--- config.mk ---
export PLATFORM = sky130hd
export DESIGN_NAME = div_nnbit_req_ctrl
export DESIGN_NICKNAME = d
export VERILOG_FILES = /design/src/rtl/div_pkg.sv /design/src/rtl/div_req_fifo.sv /design/src/rtl/div_nnbit_req_ctrl.sv
export SDC_FILE = /design/constraint.sdc
export NUM_CORES = 1
export LEC_CHECK = 0
export ABC_CLOCK_PERIOD_IN_PS = 2000
export CAP_MARGIN = 20
export CORE_MARGIN = 3
export CORE_UTILIZATION = 50
export DETAILED_ROUTE_END_ITERATION = 8
export DONT_BUFFER_PORTS = 1
export PLACE_DENSITY = 0.77
export SETUP_SLACK_MARGIN = 0.02
export SYNTH_ARGS = -nofsm -noshare
export SYNTH_HDL_FRONTEND = slang
export SYNTH_SLANG_ARGS = --single-unit
--- constraint.sdc ---
create_clock -name i_clk -period 2 [get_ports i_clk]
set_input_delay 0.4 -clock i_clk [delete_from_list [all_inputs] [get_ports i_clk]]
set_output_delay 0.4 -clock i_clk [all_outputs]
set_load 0.02 [all_outputs]
--- src/rtl/div_pkg.sv ---
// Shared types for the divider request controller: FSM state encoding, request record
// and the locally produced bypass results at the default operand width.
package div_pkg;

  localparam int DIV_DATA_WIDTH = 8;
  localparam int DIV_TAG_WIDTH  = 4;

  typedef enum logic [3:0] {
    S_IDLE  = 4'b0001,
    S_ISSUE = 4'b0010,
    S_WAIT  = 4'b0100,
    S_RESP  = 4'b1000
  } div_state_e;

  typedef struct packed {
    logic                      sgn;
    logic [DIV_DATA_WIDTH-1:0] num_x;
    logic [DIV_DATA_WIDTH-1:0] num_y;
    logic [DIV_TAG_WIDTH-1:0]  tag;
  } div_req_t;

  // Divide-by-zero yields all ones; MIN / -1 saturates back to MIN with zero remainder.
  localparam logic [DIV_DATA_WIDTH-1:0] DIV_BYP_ZERO_RES = '1;
  localparam logic [DIV_DATA_WIDTH-1:0] DIV_BYP_OVF_RES  = {1'b1, {(DIV_DATA_WIDTH-1){1'b0}}};
  localparam logic [DIV_DATA_WIDTH-1:0] DIV_BYP_OVF_REM  = '0;

endpackage

--- src/rtl/div_req_fifo.sv ---
// Small synchronous request FIFO with a typed payload; a separate occupancy count
// tells full from empty because the pointers wrap modulo DEPTH.
module div_req_fifo
  import div_pkg::*;
#(
  parameter int  DEPTH   = 2,
  parameter type T_ENTRY = div_req_t
) (
  input  logic   i_clk,
  input  logic   i_rst_n,
  input  logic   i_push,
  input  T_ENTRY i_data,
  input  logic   i_pop,
  output T_ENTRY o_data,
  output logic   o_full,
  output logic   o_empty
);

  localparam int            PW      = (DEPTH > 1) ? $clog2(DEPTH) : 1;
  localparam logic [PW:0]   L_DEPTH = (PW+1)'(DEPTH);

  T_ENTRY        r_mem [DEPTH];
  logic [PW-1:0] r_wr_ptr;
  logic [PW-1:0] r_rd_ptr;
  logic [PW:0]   r_count;
  logic          w_push;
  logic          w_pop;

  assign o_full  = (r_count == L_DEPTH);
  assign o_empty = (r_count == '0);
  assign w_push  = i_push && !o_full;
  assign w_pop   = i_pop && !o_empty;
  assign o_data  = r_mem[r_rd_ptr];

  always_ff @(posedge i_clk) begin
    if (w_push) begin
      r_mem[r_wr_ptr] <= i_data;
    end
  end

  always_ff @(posedge i_clk or negedge i_rst_n) begin
    if (!i_rst_n) begin
      r_wr_ptr <= '0;
      r_rd_ptr <= '0;
      r_count  <= '0;
    end else begin
      if (w_push) begin
        r_wr_ptr <= r_wr_ptr + 1'b1;
      end
      if (w_pop) begin
        r_rd_ptr <= r_rd_ptr + 1'b1;
      end
      case ({w_push, w_pop})
        2'b10:   r_count <= r_count + 1'b1;
        2'b01:   r_count <= r_count - 1'b1;
        default: r_count <= r_count;
      endcase
    end
  end

endmodule

--- src/rtl/div_nnbit_req_ctrl.sv ---
// Request front-end and result collector for the iterative absolute-value divider.
// Define DIV_REQ_CTRL_BYPASS_EN to resolve divide-by-zero and signed overflow locally.
module div_nnbit_req_ctrl
  import div_pkg::*;
#(
  parameter int DATA_WIDTH = DIV_DATA_WIDTH,
  parameter int FIFO_DEPTH = 2,
  parameter int TAG_WIDTH  = DIV_TAG_WIDTH
) (
  input  logic                  i_clk,
  input  logic                  i_rst_n,
  input  logic                  i_req_valid,
  output logic                  o_req_ready,
  input  logic                  i_req_signed,
  input  logic [DATA_WIDTH-1:0] i_req_num_x,
  input  logic [DATA_WIDTH-1:0] i_req_num_y,
  input  logic [TAG_WIDTH-1:0]  i_req_tag,
  output logic                  o_div_valid,
  output logic                  o_div_signed,
  output logic [DATA_WIDTH-1:0] o_div_num_x,
  output logic [DATA_WIDTH-1:0] o_div_num_y,
  input  logic [DATA_WIDTH-1:0] i_div_res,
  input  logic [DATA_WIDTH-1:0] i_div_rem,
  input  logic                  i_div_valid,
  output logic                  o_rsp_valid,
  input  logic                  i_rsp_ready,
  output logic [DATA_WIDTH-1:0] o_rsp_res,
  output logic [DATA_WIDTH-1:0] o_rsp_rem,
  output logic [TAG_WIDTH-1:0]  o_rsp_tag,
  output logic                  o_rsp_byp
);

  typedef struct packed {
    logic                  sgn;
    logic [DATA_WIDTH-1:0] num_x;
    logic [DATA_WIDTH-1:0] num_y;
    logic [TAG_WIDTH-1:0]  tag;
  } req_t;

  div_state_e            r_state;
  div_state_e            w_state_nxt;
  req_t                  w_push_data;
  req_t                  w_head;
  logic                  w_fifo_full;
  logic                  w_fifo_empty;
  logic                  w_pop;
  logic                  w_head_byp;
  logic [DATA_WIDTH-1:0] w_byp_res;
  logic [DATA_WIDTH-1:0] w_byp_rem;

  logic                  r_div_signed;
  logic [DATA_WIDTH-1:0] r_div_x;
  logic [DATA_WIDTH-1:0] r_div_y;
  logic [DATA_WIDTH-1:0] r_rsp_res;
  logic [DATA_WIDTH-1:0] r_rsp_rem;
  logic [TAG_WIDTH-1:0]  r_tag;
  logic                  r_rsp_byp;

  assign w_push_data = '{sgn: i_req_signed, num_x: i_req_num_x, num_y: i_req_num_y, tag: i_req_tag};
  assign o_req_ready = !w_fifo_full;

  div_req_fifo #(
    .DEPTH   (FIFO_DEPTH),
    .T_ENTRY (req_t)
  ) u_fifo (
    .i_clk   (i_clk),
    .i_rst_n (i_rst_n),
    .i_push  (i_req_valid),
    .i_data  (w_push_data),
    .i_pop   (w_pop),
    .o_data  (w_head),
    .o_full  (w_fifo_full),
    .o_empty (w_fifo_empty)
  );

`ifdef DIV_REQ_CTRL_BYPASS_EN
  localparam logic [DATA_WIDTH-1:0] L_ALL_ONES = '1;
  localparam logic [DATA_WIDTH-1:0] L_MIN      = {1'b1, {(DATA_WIDTH-1){1'b0}}};

  logic w_y_zero;
  logic w_ovf;

  // Divide-by-zero takes priority over overflow; both are decided on the FIFO head.
  assign w_y_zero   = (w_head.num_y == '0);
  assign w_ovf      = w_head.sgn && (w_head.num_x == L_MIN) && (w_head.num_y == L_ALL_ONES);
  assign w_head_byp = w_y_zero || w_ovf;
  assign w_byp_res  = w_y_zero ? L_ALL_ONES : L_MIN;
  assign w_byp_rem  = w_y_zero ? w_head.num_x : '0;
`else
  assign w_head_byp = 1'b0;
  assign w_byp_res  = '0;
  assign w_byp_rem  = '0;
`endif

  always_ff @(posedge i_clk or negedge i_rst_n) begin
    if (!i_rst_n) begin
      r_state <= S_IDLE;
    end else begin
      r_state <= w_state_nxt;
    end
  end

  always_comb begin
    w_state_nxt = r_state;
    w_pop       = 1'b0;
    unique case (r_state)
      S_IDLE: begin
        if (!w_fifo_empty) begin
          w_pop       = 1'b1;
          w_state_nxt = w_head_byp ? S_RESP : S_ISSUE;
        end
      end
      S_ISSUE: w_state_nxt = S_WAIT;
      S_WAIT:  if (i_div_valid) w_state_nxt = S_RESP;
      S_RESP:  if (i_rsp_ready) w_state_nxt = S_IDLE;
      default: w_state_nxt = S_IDLE;
    endcase
  end

  // Operands load only on pop, so they stay put until the divider answers.
  always_ff @(posedge i_clk or negedge i_rst_n) begin
    if (!i_rst_n) begin
      r_div_signed <= 1'b0;
      r_div_x      <= '0;
      r_div_y      <= '0;
      r_tag        <= '0;
      r_rsp_res    <= '0;
      r_rsp_rem    <= '0;
      r_rsp_byp    <= 1'b0;
    end else if (w_pop) begin
      r_div_signed <= w_head.sgn;
      r_div_x      <= w_head.num_x;
      r_div_y      <= w_head.num_y;
      r_tag        <= w_head.tag;
      if (w_head_byp) begin
        r_rsp_res <= w_byp_res;
        r_rsp_rem <= w_byp_rem;
        r_rsp_byp <= 1'b1;
      end
    end else if ((r_state == S_WAIT) && i_div_valid) begin
      r_rsp_res <= i_div_res;
      r_rsp_rem <= i_div_rem;
      r_rsp_byp <= 1'b0;
    end
  end

  assign o_div_valid  = (r_state == S_ISSUE);
  assign o_div_signed = r_div_signed;
  assign o_div_num_x  = r_div_x;
  assign o_div_num_y  = r_div_y;
  assign o_rsp_valid  = (r_state == S_RESP);
  assign o_rsp_res    = r_rsp_res;
  assign o_rsp_rem    = r_rsp_rem;
  assign o_rsp_tag    = r_tag;
  assign o_rsp_byp    = r_rsp_byp;

endmodule
; Word level (Yosys, flattened, before mapping)
; Memory sizes are Yosys's and may differ from the RTL's. A register that Yosys moved wholly into a read port is not among the register bits.
; Index checks and enable logic that the tools add are counted.
[classes]
addsub = 4
multipliers = 0
div = 0
n_lt_le_gt_ge = 0
eq_ne = 10
n_shift = 0
mux = 9
n_bitwise = 1
n_reduce_logical = 10
[ops]
columns = op, count
row1 = $pmux W4 S4, 1
row2 = $mux W4, 3
row3 = $eq A2 B2 Y1 const B, 2
row4 = $eq A4 B1 Y1 const B, 1
row5 = $eq A4 B2 Y1 const B, 1
row6 = $eq A4 B3 Y1 const B, 1
row7 = $eq A4 B4 Y1 const B, 1
row8 = $mux W1, 4
row9 = $ne A2 B2 Y1 const B, 2
row10 = $pmux W2 S2, 1
row11 = $logic_and A1 B1 Y1, 3
row12 = $logic_not A1 Y1, 3
row13 = $reduce_and A3 Y1, 1
row14 = $add A1 B1 Y1 const B, 2
row15 = $add A2 B1 Y2 const B, 1
row16 = $eq A2 B1 Y1 const B, 1
row17 = $logic_not A2 Y1, 1
row18 = $ne A2 B1 Y1 const B, 1
row19 = $reduce_and A2 Y1, 1
row20 = $reduce_bool A2 Y1, 1
row21 = $sub A2 B1 Y2 const B, 1
row22 = $not A1 Y1, 1
[word_totals]
register_bits = 24
latch_bits = 0
ram_bits = 42
rom_bits = 0
inputBits = 42
out_inout_bits = 41
word_cells = 41
n_memories = 1
[memory_table]
columns = name, depth, word_bits, read_ports, rd_clocked_by_memory_dff, write_ports, line_no
row1 = u_fifo.r_mem, 2, 21, 1, 1, 1, div_req_fifo.sv:22  ; T_ENTRY r_mem [DEPTH];

; Longest topological paths before layout
[depth]
ltp_word = 6
depth_mapped = 7
depth_no_buf = 6

; Hierarchy
; From an unflattened synthesis, not the netlist that was laid out.
[unflattened]
cells_unflattened = 189
hier_area_um2 = 3373.2
[modules_own_cells]
columns = module, n_inst, cells_per_inst, area_per_inst_um2, seq_area_each_um2
row1 = div_req_fifo, 1, 83, 1716.6, 1361.3
row2 = div_nnbit_req_ctrl, 1, 106, 1656.6, 1027.2

; Worst setup path before layout
; OpenSTA, ideal clock, no wires.
[synth_timing]
kind = flip-flop to flip-flop
startpoint = register u_fifo.r_count[0]
endpoint = memory u_fifo.r_mem[0][0] (netlist bit), enable pin
setup_time_ps = 399
arrival_time_ps = 1714
t_required_ps = 1601
slack_ps = -112
stages_incl_launch_ff = 4
n_path_buf = 0
period_less_slack_ps = 2112
cell_sequence = dfrtp_1 > nand2b_1 > nand2_1 > nor2_1
[synth_via]
elab_chain_len = 5
[synth_rtl]
columns = element, line_no
row1 = from (decl), div_req_fifo.sv:25  ; logic [PW:0] r_count;
row2 = from (signal assigned), div_req_fifo.sv:54  ; 2'b10: r_count <= r_count + 1'b1;
row3 = from (signal assigned), div_req_fifo.sv:55  ; 2'b01: r_count <= r_count - 1'b1;
row4 = from (signal assigned), div_req_fifo.sv:56  ; default: r_count <= r_count;
row5 = $eq A2 B2 Y1, div_req_fifo.sv:29  ; assign o_full = (r_count == L_DEPTH);
row6 = $logic_not A1 Y1, n/a
row7 = net o_req_ready, div_nnbit_req_ctrl.sv:13  ; output logic o_req_ready,
row8 = $logic_and A1 B1 Y1, div_req_fifo.sv:31  ; assign w_push = i_push && !o_full;
row9 = $mux W1, div_req_fifo.sv:36  ; if (w_push) begin
row10 = $mux W1 (not written as such), div_req_fifo.sv:37  ; r_mem[r_wr_ptr] <= i_data;
row11 = to (decl), div_req_fifo.sv:22
; The timed path passes the listed nets, and every way through them passes these cells.

; Final worst setup path
[layout_timing]
startpoint = register r_state[1]
endpoint = output o_rsp_valid
[layout_via]
elab_chain_len = 1
[layout_rtl]
columns = element, line_no
row1 = from (decl), div_nnbit_req_ctrl.sv:40  ; div_state_e r_state;
row2 = from (signal assigned), div_nnbit_req_ctrl.sv:99  ; r_state <= w_state_nxt;
row3 = $eq A4 B4 Y1, div_nnbit_req_ctrl.sv:151  ; assign o_rsp_valid = (r_state == S_RESP);
row4 = to (decl), div_nnbit_req_ctrl.sv:25  ; output logic o_rsp_valid,
; No other way between the ends.

==> flow_summary_export.csv <==
group,metric,value,unit
cells_and_area,layout-drive-gt1-share,0.421,
grt,antenna_found_initial,0,
timing,hold_violations,0,
routing,ant_nets,0,
floorplanning,die_h,87.3,um
hold_path,min_path_cells,0,
timing,post-route-period-util,0.899,
timing,finalSetupTns,0,ns
yosys,async_flop_share,0.517,
timing,max_freq,556,MHz
grt,track_usage,0.158,
yosys,synth_area_leaders,"edfxtp_1 (38%), dfrtp_1 (33%), mux2_2 (20%)",
yosys,synth_ff_type,"dfrtp_1",
yosys,muxShareOfSynthArea,0.200,
timing,layout_setup_ws,0.203,ns
floorplanning,start_util,0.518,
run,cap_violations,0,
yosys,ys_ff_latch,87,
cts,cts.sinks,87,
power,powerDensity,1720,nW/um^2
routing,drt-initial-drc-count,55,
power,irDropWorstVdd,0.814,mV
floorplanning,dieArea,7630,um^2
hold_path,hold_path.class,"primary input to register",
grt,overflow,0,
critical_path,worstPathArrival,1.40,ns
yosys,synth_top_area_cell,"edfxtp_1",
yosys,synth-compound-area-share,0.00492,
critical_path,cp_max_fo,10,
yosys,synth_xor_area_frac,0.0132,
timing,final-max-slew-violation-count,0,
place,pre_cts_ws,0.238,ns
cts,cts_buffers,9,
yosys,synthCells,183,
floorplanning,io_pins,83,
critical_path,rr_worst_depth,5,
hold_path,holdPathEnd,"u_fifo.r_mem[1][5]$_DFFE_PP_",
cts,cts.root.buffer_cell,"clkbuf_8",
critical_path,end_kind,"output port",
yosys,synth.cell_area,3310,um^2
cts,cts.clk_slew.worst_paths,0.08,ns
critical_path,cp_data_required_time,1.60,ns
routing,num_vias,1534,
yosys,ys_seq_area_frac,0.722,
yosys,synth-edff-count,42,
place,hpwl,3960,um
grt,grt_max_degree,46,
grt,grt_pass1_wl,8780,um
cts,cts_buffer_depth,2,
status,status,"finished, final reports clean",
yosys,synth.net_count,226,
critical_path,critPathLaunchType,"register",
cts,htreeDepth,3,
cells_and_area,instances_no_fill,279,
critical_path,worstReg2RegStart,"r_state[0]$_DFFE_PN1P_",
yosys,synth_top_area_share,0.381,
yosys,synth_simple_gate_area_frac,0.0390,
floorplanning,dieWidth,87.3,um
cts,post_cts_buffers,0,
timing,finClkSkew,0.00662,ns
floorplanning,coreArea,6390,um^2
critical_path,r2r_slack,0.20,ns
critical_path,path_class,"register to output port",
cells_and_area,nets,240,
cells_and_area,final_common_cell,"mux2_2",
cells_and_area,synthToLayoutAreaGrowth,11.1,%
timing,rsz0062_at_grt,"no",
routing,viasPerCell,5.50,
grt,grt_pass1_vias,1682,
cells_and_area,fin_util,0.576,
hold_path,holdCritStartpoint,"i_req_num_y[1]",
yosys,yosys_warnings,0,
yosys,synth_top_family_by_area,"multiplexers",
timing,setup_viol_count_final,0,
yosys,synth.avg_cell_area,18.1,um^2
routing,post_drt_wl_per_cell,20.5,um
timing,post-route-min-period,1.80,ns
critical_path,r2r_end,"u_fifo.r_count[1]$_DFFE_PN0P_",
cells_and_area,final_cell_mix,"mux2_2 (58), dfrtp_1 (44), edfxtp_1 (42), clkbuf_8 (10), buf_4 (6)",
routing,drt_pass1_iterations,4,
floorplanning,num_rows,29,
cts,tritoncts,"built",
routing,route.detailed.drc,0,
place,dp.cells,261,
cells_and_area,diodes,0,
routing,drt-total-wl,5710,um
cts,insertion_delay,0.34,ns
cells_and_area,post-route-cell-area,3680,um^2
yosys,synth_cell_types,29,
place,place_area,3440,um^2
place,gp_congestion,0.653,
power,p_leak,1.44,nW
place,io_buffers,0,
yosys,post_synth_fa_ha_maj_area_fraction,0.00378,
==> per-stage QoR <==
step,hold WS [ns],power [mW]
after global routing,0.118,6.67
after floorplan,0.104,4.70
final,0.152,6.30
after detailed placement,0.105,5.21
after CTS,0.131,6.39
after global placement,0.105,5.05
==> cells by family (layout without fill, tap and decap cells) <==
| family | count (synthesis) | count (layout) |
|---|---|---|
| and+or+nand+nor | 19 | 19 |
| muxes | 59 | 59 |
| xor gates and xnor gates | 5 | 5 |
| adders and majority gates | 1 | 1 |
| buffers and inverters | 8 | 27 |
| DFF | 87 | 87 |
| AOI/OAI and AO/OA | 3 | 3 |
| other | 1 | 1 |
==> timing repair <==
action                                  in CTS  in global routing
hold buffers                                 2                  0
endpoints found under the setup margin       0                  1
resized for setup                            0                  1
endpoints found under the hold margin       45                  0
==> state kept, by name, indices dropped and copies added (netlist names) <==
signal / cells
o_div_num_x: 8
o_div_num_y: 8
o_div_signed: 1
o_rsp_rem: 8
o_rsp_res: 8
o_rsp_tag: 4
r_state: 4
u_fifo.r_count: 2
u_fifo.r_mem: 42
u_fifo.r_rd_ptr: 1
u_fifo.r_wr_ptr: 1
==> worst max-delay path by stage <==
stage,from,endpoint,slack [ns],depth (start not counted)
floorplan,r_state[0]$_DFFE_PN1P_,u_fifo.r_count[1]$_DFFE_PN0P_,0.15,6
global placement,r_state[0]$_DFFE_PN1P_,o_div_num_y[1]$_DFFE_PN0P_,0.32,4
detailed placement,r_state[0]$_DFFE_PN1P_,o_div_num_x[2]$_DFFE_PN0P_,0.24,4
CTS,r_state[1]$_DFFE_PN0P_,o_rsp_valid,0.09,2
global route,r_state[0]$_DFFE_PN1P_,u_fifo.r_count[1]$_DFFE_PN0P_,0.08,5
finish,r_state[1]$_DFFE_PN0P_,o_rsp_valid,0.20,2
==> worst max-delay path, cell delays in order (launching register included) <==
cell	delay, ns
dfrtp_1	0.51
nor4b_2	0.35
buf_4	0.20
==> Yosys cell counts (2+ instances only) <==
library cell  instances
dfrtp_1              44
clkbuf_1              2
edfxtp_1             42
buf_6                 2
xor2_1                2
buf_2                 2
mux2_2               58
nor3_1                2
xnor2_1               3
nor4b_1               2
nor2_1                6
==> area by class of cell <==
type	count	area, um^2
flip-flops and latches	87	2390
multi-input cells	88	877
fillers	484	2710
repair buffers	10	123
clock inverters	6	50.0
clock buffers	10	138
well taps	77	96.3
inverters	1	3.75
==> power by group <==
part / switching, mW / internal (mW) / total (mW) / leakage, nW
Clock: 0.551 / 0.593 / 1.14 / 0.0962
Combinational: 0.742 / 0.990 / 1.73 / 0.406
Sequential: 0.863 / 2.57 / 3.43 / 0.940
==> per-layer routing <==
metal | vias up | global-route usage | share of wire | wire, um
met5 | - | 0 | 0 | 0
met4 | 0 | 0.0851 | 0.016 | 89
met3 | 7 | 0.0587 | 0.073 | 415
met2 | 51 | 0.266 | 0.56 | 3180
met1 | 780 | 0.174 | 0.35 | 2030
li1 | 696 | - | - | -
No activity file was read; power rests on OpenSTA's default activity.
